--- config.mk ---
export PLATFORM = sky130hd
export DESIGN_NAME = rgb_to_yuv_conversion_flat
export DESIGN_NICKNAME = d
export VERILOG_FILES = /design/src/rtl/rgb2yuv_pkg.sv /design/src/rtl/rgb_to_yuv_conversion_if.sv /design/src/rtl/rgb2yuv_pixel.sv /design/src/rtl/rgb_to_yuv_conversion.sv /design/src/flat_wrapper.sv
export SDC_FILE = /design/constraint.sdc
export NUM_CORES = 1
export LEC_CHECK = 0
export CORE_ASPECT_RATIO = 0.5
export CORE_UTILIZATION = 35
export DETAILED_ROUTE_END_ITERATION = 10
export PLACE_DENSITY = 0.47
export SETUP_SLACK_MARGIN = 0.02
export SLEW_MARGIN = 20
export SYNTH_ARGS = -nofsm -noshare
export SYNTH_HDL_FRONTEND = slang
export SYNTH_HIERARCHICAL = 1
export SYNTH_SLANG_ARGS = --single-unit
--- constraint.sdc ---
create_clock -name clk -period 7.7 [get_ports clk]
set_clock_uncertainty 0.05 [all_clocks]
set_input_delay 1.54 -clock clk [delete_from_list [all_inputs] [get_ports clk]]
set_output_delay 1.54 -clock clk [all_outputs]
set_load 0.01 [all_outputs]
--- src/rtl/rgb2yuv_pkg.sv ---
// Shared definitions for the frame-level RGB -> YCbCr (BT.601, 4:4:4) converter.
// Contents: FSM state encoding, accumulator width, matrix coefficients,
// output offsets and the rounding constant used before the >>> 8 shift.
package rgb2yuv_pkg;

  typedef enum logic [3:0] {
    IDLE, RD0, RD1, RD2, CAP, CALC, WY, WU, WV, DONE
  } state_t;

  localparam int ACC_W = 18;

  localparam logic signed [ACC_W-1:0] CY_R = 18'sd66;
  localparam logic signed [ACC_W-1:0] CY_G = 18'sd129;
  localparam logic signed [ACC_W-1:0] CY_B = 18'sd25;
  localparam logic signed [ACC_W-1:0] CU_R = -18'sd38;
  localparam logic signed [ACC_W-1:0] CU_G = -18'sd74;
  localparam logic signed [ACC_W-1:0] CU_B = 18'sd112;
  localparam logic signed [ACC_W-1:0] CV_R = 18'sd112;
  localparam logic signed [ACC_W-1:0] CV_G = -18'sd94;
  localparam logic signed [ACC_W-1:0] CV_B = -18'sd18;

  localparam logic signed [ACC_W-1:0] OFS_Y = 18'sd16;
  localparam logic signed [ACC_W-1:0] OFS_C = 18'sd128;
  localparam logic signed [ACC_W-1:0] RND   = 18'sd128;

endpackage

--- src/rtl/rgb_to_yuv_conversion_if.sv ---
// Frame SRAM bus used by the RGB -> YCbCr converter.
//   R_addr  read address  (converter -> SRAM)
//   R_data  read data, valid the cycle after R_addr (SRAM -> converter)
//   Wrenb   write enable, active-high
//   W_addr  write address
//   W_data  write data
// Modports: master = converter side, slave = SRAM side.
interface rgb_to_yuv_conversion_if #(
  parameter int AW = 18
);
  logic [AW-1:0] R_addr;
  logic [15:0]   R_data;
  logic          Wrenb;
  logic [AW-1:0] W_addr;
  logic [15:0]   W_data;

  modport master (output R_addr, Wrenb, W_addr, W_data, input R_data);
  modport slave  (input R_addr, Wrenb, W_addr, W_data, output R_data);
endinterface

--- src/rtl/rgb2yuv_pixel.sv ---
// Combinational single-pixel BT.601 matrix: {r,g,b} -> {y,u,v}.
// Ports: r, g, b (8-bit unsigned in); y, u, v (8-bit out).
// Signed 18-bit accumulators; the shift is an arithmetic (floor) shift and
// only the low 8 bits of the offset result are kept (inputs keep it in 16..240).
module rgb2yuv_pixel
  import rgb2yuv_pkg::*;
(
  input  logic [7:0] r,
  input  logic [7:0] g,
  input  logic [7:0] b,
  output logic [7:0] y,
  output logic [7:0] u,
  output logic [7:0] v
);

  logic signed [ACC_W-1:0] r_s, g_s, b_s;
  logic signed [ACC_W-1:0] acc_y, acc_u, acc_v;

  function automatic logic [7:0] round_off(input logic signed [ACC_W-1:0] acc,
                                           input logic signed [ACC_W-1:0] ofs);
    logic signed [ACC_W-1:0] t;
    t = ((acc + RND) >>> 8) + ofs;
    return t[7:0];
  endfunction

  always_comb begin
    r_s   = signed'({10'd0, r});
    g_s   = signed'({10'd0, g});
    b_s   = signed'({10'd0, b});
    acc_y = CY_R * r_s + CY_G * g_s + CY_B * b_s;
    acc_u = CU_R * r_s + CU_G * g_s + CU_B * b_s;
    acc_v = CV_R * r_s + CV_G * g_s + CV_B * b_s;
    y     = round_off(acc_y, OFS_Y);
    u     = round_off(acc_u, OFS_C);
    v     = round_off(acc_v, OFS_C);
  end

endmodule

--- src/rtl/rgb_to_yuv_conversion.sv ---
// Frame-level RGB -> YCbCr (BT.601, 4:4:4) converter.
// Reads packed RGB pixel pairs {R0,G0},{B0,R1},{G1,B1} from RGB_BASE+3k and
// writes {Y0,Y1},{U0,U1},{V0,V1} to Y_BASE+k, U_BASE+k, V_BASE+k (pixel 0 in
// bits [15:8]). Eight cycles per pair: RD0 RD1 RD2 CAP CALC WY WU WV.
// Ports:
//   clk    clock, rising edge
//   rst    asynchronous reset, active-low
//   clear  synchronous abort: FSM to IDLE, all registers zeroed
//   start  1-cycle pulse, accepted only in IDLE
//   done   1-cycle pulse after the last V write
//   bus    frame SRAM bus (master modport)
//   checksum  only with RGB2YUV_CHECKSUM_EN defined: wrapping 16-bit sum of
//             every written word, zeroed by rst, clear and an accepted start
module rgb_to_yuv_conversion
  import rgb2yuv_pkg::*;
#(
  parameter int NUM_PAIRS = 38400,
  parameter int AW        = 18,
  parameter int RGB_BASE  = 0,
  parameter int Y_BASE    = 115200,
  parameter int U_BASE    = 153600,
  parameter int V_BASE    = 192000
) (
  input  logic clk,
  input  logic rst,
  input  logic clear,
  input  logic start,
  output logic done,
  rgb_to_yuv_conversion_if.master bus
`ifdef RGB2YUV_CHECKSUM_EN
  ,
  output logic [15:0] checksum
`endif
);

  localparam logic [AW-1:0] LAST_K = AW'(NUM_PAIRS - 1);

  state_t state, state_nx;
  logic [AW-1:0] k;
  logic [15:0] rgb0_p0, rgb1_p0, rgb2_p0;
  logic [15:0] u_p1, v_p1;
  logic [7:0]  y0, u0, v0, y1, u1, v1;

  rgb2yuv_pixel u_pix0 (
    .r(rgb0_p0[15:8]), .g(rgb0_p0[7:0]), .b(rgb1_p0[15:8]),
    .y(y0), .u(u0), .v(v0)
  );

  rgb2yuv_pixel u_pix1 (
    .r(rgb1_p0[7:0]), .g(rgb2_p0[15:8]), .b(rgb2_p0[7:0]),
    .y(y1), .u(u1), .v(v1)
  );

  always_comb begin
    state_nx = state;
    unique case (state)
      IDLE:    if (start) state_nx = RD0;
      RD0:     state_nx = RD1;
      RD1:     state_nx = RD2;
      RD2:     state_nx = CAP;
      CAP:     state_nx = CALC;
      CALC:    state_nx = WY;
      WY:      state_nx = WU;
      WU:      state_nx = WV;
      WV:      state_nx = (k == LAST_K) ? DONE : RD0;
      DONE:    state_nx = IDLE;
      default: state_nx = IDLE;
    endcase
  end

  // All bus outputs are registered from the next state, so they line up with
  // the state they belong to.
  always_ff @(posedge clk or negedge rst) begin
    if (!rst) begin
      state      <= IDLE;
      k          <= '0;
      done       <= 1'b0;
      bus.Wrenb  <= 1'b0;
      bus.R_addr <= '0;
      bus.W_addr <= '0;
      bus.W_data <= '0;
      rgb0_p0    <= '0;
      rgb1_p0    <= '0;
      rgb2_p0    <= '0;
      u_p1       <= '0;
      v_p1       <= '0;
    end else if (clear) begin
      state      <= IDLE;
      k          <= '0;
      done       <= 1'b0;
      bus.Wrenb  <= 1'b0;
      bus.R_addr <= '0;
      bus.W_addr <= '0;
      bus.W_data <= '0;
      rgb0_p0    <= '0;
      rgb1_p0    <= '0;
      rgb2_p0    <= '0;
      u_p1       <= '0;
      v_p1       <= '0;
    end else begin
      state     <= state_nx;
      done      <= (state_nx == DONE);
      bus.Wrenb <= (state_nx == WY) || (state_nx == WU) || (state_nx == WV);

      // Read address walks RGB_BASE+3k .. +2; the next pair's first word is
      // simply the following address.
      unique case (state)
        IDLE:     if (start) bus.R_addr <= AW'(RGB_BASE);
        RD0, RD1: bus.R_addr <= bus.R_addr + AW'(1);
        WV:       if (state_nx == RD0) bus.R_addr <= bus.R_addr + AW'(1);
        default:  ;
      endcase

      // Stage p0: capture the three RGB words one cycle after each address
      if (state == RD1) rgb0_p0 <= bus.R_data;
      if (state == RD2) rgb1_p0 <= bus.R_data;
      if (state == CAP) rgb2_p0 <= bus.R_data;

      // Stage p1: matrix results; the Y word goes straight into W_data
      if (state == CALC) begin
        u_p1       <= {u0, u1};
        v_p1       <= {v0, v1};
        bus.W_addr <= AW'(Y_BASE) + k;
        bus.W_data <= {y0, y1};
      end
      if (state == WY) begin
        bus.W_addr <= AW'(U_BASE) + k;
        bus.W_data <= u_p1;
      end
      if (state == WU) begin
        bus.W_addr <= AW'(V_BASE) + k;
        bus.W_data <= v_p1;
      end
      if (state == WV) k <= (k == LAST_K) ? '0 : k + AW'(1);
    end
  end

`ifdef RGB2YUV_CHECKSUM_EN
  always_ff @(posedge clk or negedge rst) begin
    if (!rst) begin
      checksum <= '0;
    end else if (clear || (state == IDLE && start)) begin
      checksum <= '0;
    end else if (bus.Wrenb) begin
      checksum <= checksum + bus.W_data;
    end
  end
`endif

endmodule
--- src/flat_wrapper.sv ---
// flat-port wrapper written by rule: the top's interface ports become plain ports
module rgb_to_yuv_conversion_flat import rgb2yuv_pkg::*;
#(
  parameter int NUM_PAIRS = 38400,
  parameter int AW        = 18,
  parameter int RGB_BASE  = 0,
  parameter int Y_BASE    = 115200,
  parameter int U_BASE    = 153600,
  parameter int V_BASE    = 192000
)
  (clk, rst, clear, start, done, bus_R_addr, bus_Wrenb, bus_W_addr, bus_W_data, bus_R_data);
  rgb_to_yuv_conversion_if #(.AW(AW)) bus_i ();
  input  logic clk;
  input  logic rst;
  input  logic clear;
  input  logic start;
  output logic done;
  output wire logic [$bits(bus_i.R_addr)-1:0] bus_R_addr;
  output wire logic [$bits(bus_i.Wrenb)-1:0] bus_Wrenb;
  output wire logic [$bits(bus_i.W_addr)-1:0] bus_W_addr;
  output wire logic [$bits(bus_i.W_data)-1:0] bus_W_data;
  input wire logic [$bits(bus_i.R_data)-1:0] bus_R_data;
  assign bus_R_addr = bus_i.R_addr;
  assign bus_Wrenb = bus_i.Wrenb;
  assign bus_W_addr = bus_i.W_addr;
  assign bus_W_data = bus_i.W_data;
  assign bus_i.R_data = bus_R_data;
  rgb_to_yuv_conversion #(.NUM_PAIRS(NUM_PAIRS), .AW(AW), .RGB_BASE(RGB_BASE), .Y_BASE(Y_BASE), .U_BASE(U_BASE), .V_BASE(V_BASE)) u_core (.clk(clk), .rst(rst), .clear(clear), .start(start), .done(done), .bus(bus_i));
endmodule
==> results.yml <==
layout:
  drive_above_1_share: 0.03515
  area_growth_pct: 9.903
  nNetsFinal: 3391
  multi_input_area_um2: 18240
  fillers: 6768
  seq_area_um2: 3904
yosys:
  synth_xor_area_frac: 0.06816
  synth-compound-area-share: 0.1247
  async_flop_share: 1.000
  synth_fp_nets: 3327
  syn_inst: 2540
  ys_types: 85
  synth-simple-area-share: 0.09563
  yosysWarnings: 6
  ys_ff_latch: 156
  synthAdderAreaFrac: 0.4627
  ys.flop_type: "dfrtp_1"
  avgSynthCellArea_um2: 9.431
  muxShareOfSynthArea: 0.009088
  synth_edf_count: 0
  mappedNetlistArea_um2: 23960
  synth_seq_area_share: 0.1630
  synth_top_family_by_area: "adder cells"
worst_setup_path:
  start_kind: "register"
  worstSetupPathType: "register to register"
  critical_path_arrival_ns: 6.84
  r2r_setup_slack_ns: 1.15
  crit_required_ns: 7.99
  cp-end-kind: "register"
  cp_max_fo: 9
routing:
  vias: 17280
  viasPerCell: 4.915
  avgRoutedWirePerCell_um: 18.23
  drt_iter0_drc: 865
  antenna_left: 0
  drt_wl_total_um: 64110
  drc: 0
  drtPass1Iterations: 5
timing:
  tightest_slew_ns: 1.083
  hold_viol: 0
  worst_slew_margin_rel: 0.2739
  final.setup.tns_ns: 0
  layout_setup_ws_ns: 1.151
  slew_violations: 0
  setup_viol: 0
  max_freq_ghz: 0.1527
  finalCritPeriodShare: 0.8505
  rsz0062_at_grt: "no"
  layout_min_cycle_time_ns: 6.549
place:
  io_buffers: 73
  place.gp.congestion: 0.8555
  dp_hpwl_um: 52630
  preCtsSetupSlack_ns: 1.161
job:
  cap_violations: 0
clocking:
  cts_buffers: 17
  holdBufCountCts: 0
  cts_resized: 0
  cts_tree: "done"
  clkSinkCount: 156
  cts_setup_buffers: 0
  clkLatencyLatePin_ns: 0.46
  clockRootBuffer: "clkbuf_16"
  path_clk_slew_ns: 0.08
  htree_num_levels: 4
  clockBufferDepth: 2
status:
  status: "finished clean"
power_and_ir_drop:
  pwr-share-clk: 0.192
  power_density_nw_per_um2: 168.5
  seqPwrFrac: 0.196
  peakVddDrop_uv: 154.2
  p_int_w: 0.002489
  swShare: 0.4387
  power_frac_comb: 0.612
  p_sw_w: 0.001946
  p_leak_nw: 13.94
global_route:
  grt_antenna_before_repair: 1
  grt_pass1_vias: 17740
  grt_use_total: 0.1909
  gr-total-overflow: 0
  grt_max_degree: 92
  grt_pass1_wl_um: 102300
floorplanning:
  std_cell_rows: 67
  start_util: 0.3559
  core_region_area_um2: 67320
  die_area_um2: 69560
  die_w_um: 372.0
  die_h_um: 187.0
  ioPinCount: 74
min_path:
  hp-class: "register to register"
cells by family (layout without fill, tap and decap cells):
logic type,after synthesis,in the layout
adder cells (fa/ha/maj),767,767
buffers and inverters,475,552
AO/OA/AOI/OAI,469,469
AND/OR/NAND/NOR,468,468
XOR/XNOR,184,184
flip-flops,156,156
multiplexers,21,21
other,0,2
registers in the layout (all words and copies together) (netlist names), 4 cells and up:
register / count
u_core/bus.R_addr: 18
u_core/bus.W_addr: 18
u_core/bus.W_data: 16
u_core/k: 18
u_core/rgb0_p0: 16
u_core/rgb1_p0: 16
u_core/rgb2_p0: 16
u_core/state: 4
u_core/u_p1: 16
u_core/v_p1: 16
synthesized netlist by cell type, types with 4 or more instances:
cell / n / share of area
a211oi_1: 5 / 0.0016
a21o_1: 37 / 0.012
o21ai_1: 12 / 0.0025
xnor2_1: 138 / 0.050
and2_1: 5 / 0.0013
nand2b_1: 34 / 0.0089
o21a_1: 11 / 0.0034
inv_1: 422 / 0.066
a21oi_1: 162 / 0.034
fa_1: 198 / 0.17
nor4b_1: 4 / 0.0015
a31oi_1: 20 / 0.0052
a21boi_1: 4 / 0.0013
a22o_1: 48 / 0.018
ha_1: 569 / 0.30
o211ai_1: 4 / 0.0013
o21bai_1: 28 / 0.0088
dfrtp_1: 156 / 0.16
o31ai_1: 13 / 0.0041
nand2_1: 165 / 0.026
o21ai_0: 87 / 0.018
mux2i_1: 18 / 0.0075
and3_1: 12 / 0.0031
a21boi_0: 4 / 0.0013
o31a_1: 5 / 0.0018
or3_1: 8 / 0.0021
nor4_1: 12 / 0.0031
nand4_1: 12 / 0.0031
nor3_1: 29 / 0.0061
xor2_1: 44 / 0.016
nor2_1: 101 / 0.016
nor2b_1: 25 / 0.0065
nand3_1: 30 / 0.0063
clkbuf_1: 27 / 0.0042
buf_2: 19 / 0.0040
power groups by stage:
stage,Combinational [W],Sequential (W),Clock [W]
final,0.00271,0.000870,0.000850
after global routing,0.00312,0.000873,0.000916
after CTS,0.00280,0.000870,0.000883
after detailed placement,0.00276,0.000886,0
after global placement,0.00274,0.000886,0
after floorplan,0.00207,0.000873,0
final timing paths:
kind                                       startpoint                     to  depth (start not counted)
worst max register to register      u_core/rgb2_p0[3]   u_core/bus.W_data[7]                         22
worst min-delay path            u_core/bus.R_addr[17]  u_core/bus.R_addr[17]                          1
max in group asynchronous                         rst         u_core/u_p1[7]                          2
min in group asynchronous                         rst  u_core/bus.W_addr[10]                          1
worst min register to register  u_core/bus.R_addr[17]  u_core/bus.R_addr[17]                          1
worst max-delay path                u_core/rgb2_p0[3]   u_core/bus.W_data[7]                         22
placed cells by master, fill, tap and decap left out, types with 4 or more instances in the layout:
cell type	n
nor2_1	99
a31oi_1	20
a21o_1	37
nand2b_1	34
clkbuf_16	17
nor3_1	26
a22o_1	48
nand2_1	165
or3_1	8
o31ai_1	13
dfrtp_1	156
o21a_1	11
xor2_1	44
a21boi_1	4
o21ai_0	87
nor3_2	4
a21oi_1	162
nor4_1	12
nor2b_1	25
a21boi_0	4
mux2i_1	18
and3_1	12
o211ai_1	4
xnor2_1	138
clkdlybuf4s50_1	71
o21bai_1	28
nand3_1	30
inv_1	422
o31a_1	5
clkinv_4	5
ha_1	569
fa_1	198
nand4_1	12
and2_1	5
buf_4	24
nor4b_1	4
o21ai_1	12
a211oi_1	5
stage by stage:
stage	std cells	hold WS, ns	total power, W	utilization	instance area (um^2)
2_1_floorplan	2540	0.4222	0.002946	-	23960
3_3_place_gp	3482	0.4193	0.003628	0.3826	25750
3_5_place_dp	3482	0.4256	0.003649	0.3827	25760
4_1_cts	3514	0.4419	0.004548	0.3910	26320
5_1_grt	3515	0.4602	0.004912	0.3911	26330
6_report	3516	0.4343	0.004435	0.3911	26330
worst max-delay path, cell delays in order (launching register included):
cell      delay, ns
dfrtp_1        0.62
ha_1           0.34
ha_1           0.32
fa_1           0.47
ha_1           0.34
nor2b_1        0.14
o21ai_1        0.15
a21boi_0       0.13
o21ai_0        0.19
nand2b_1       0.11
xor2_1         0.20
ha_1           0.27
fa_1           0.39
fa_1           0.48
ha_1           0.24
or3_1          0.36
o31ai_4        0.31
xor2_2         0.16
or3_1          0.41
a221oi_2       0.30
xnor2_1        0.09
a21oi_1        0.22
o21ai_0        0.11
final cells by class:
type                            count  area share
Clock buffer                       19     0.01720
Sequential cell                   156      0.1483
Timing Repair Buffer               97     0.03445
Inverter                          423     0.06031
Multi-Input combinational cell   1909      0.6927
Clock inverter                     13    0.004230
Tap cell                          897     0.04263
Antenna cell                        2   0.0001901
per-layer routing:
metal / GRT usage / wire, um / vias up
li1: - / - / 8681
met1: 0.2884 / 33540 / 8414
met2: 0.2971 / 28840 / 162
met3: 0.01557 / 1221 / 24
met4: 0.03452 / 519 / 0
met5: 0 / 0 / -
(Power assumes the default switching activity.)
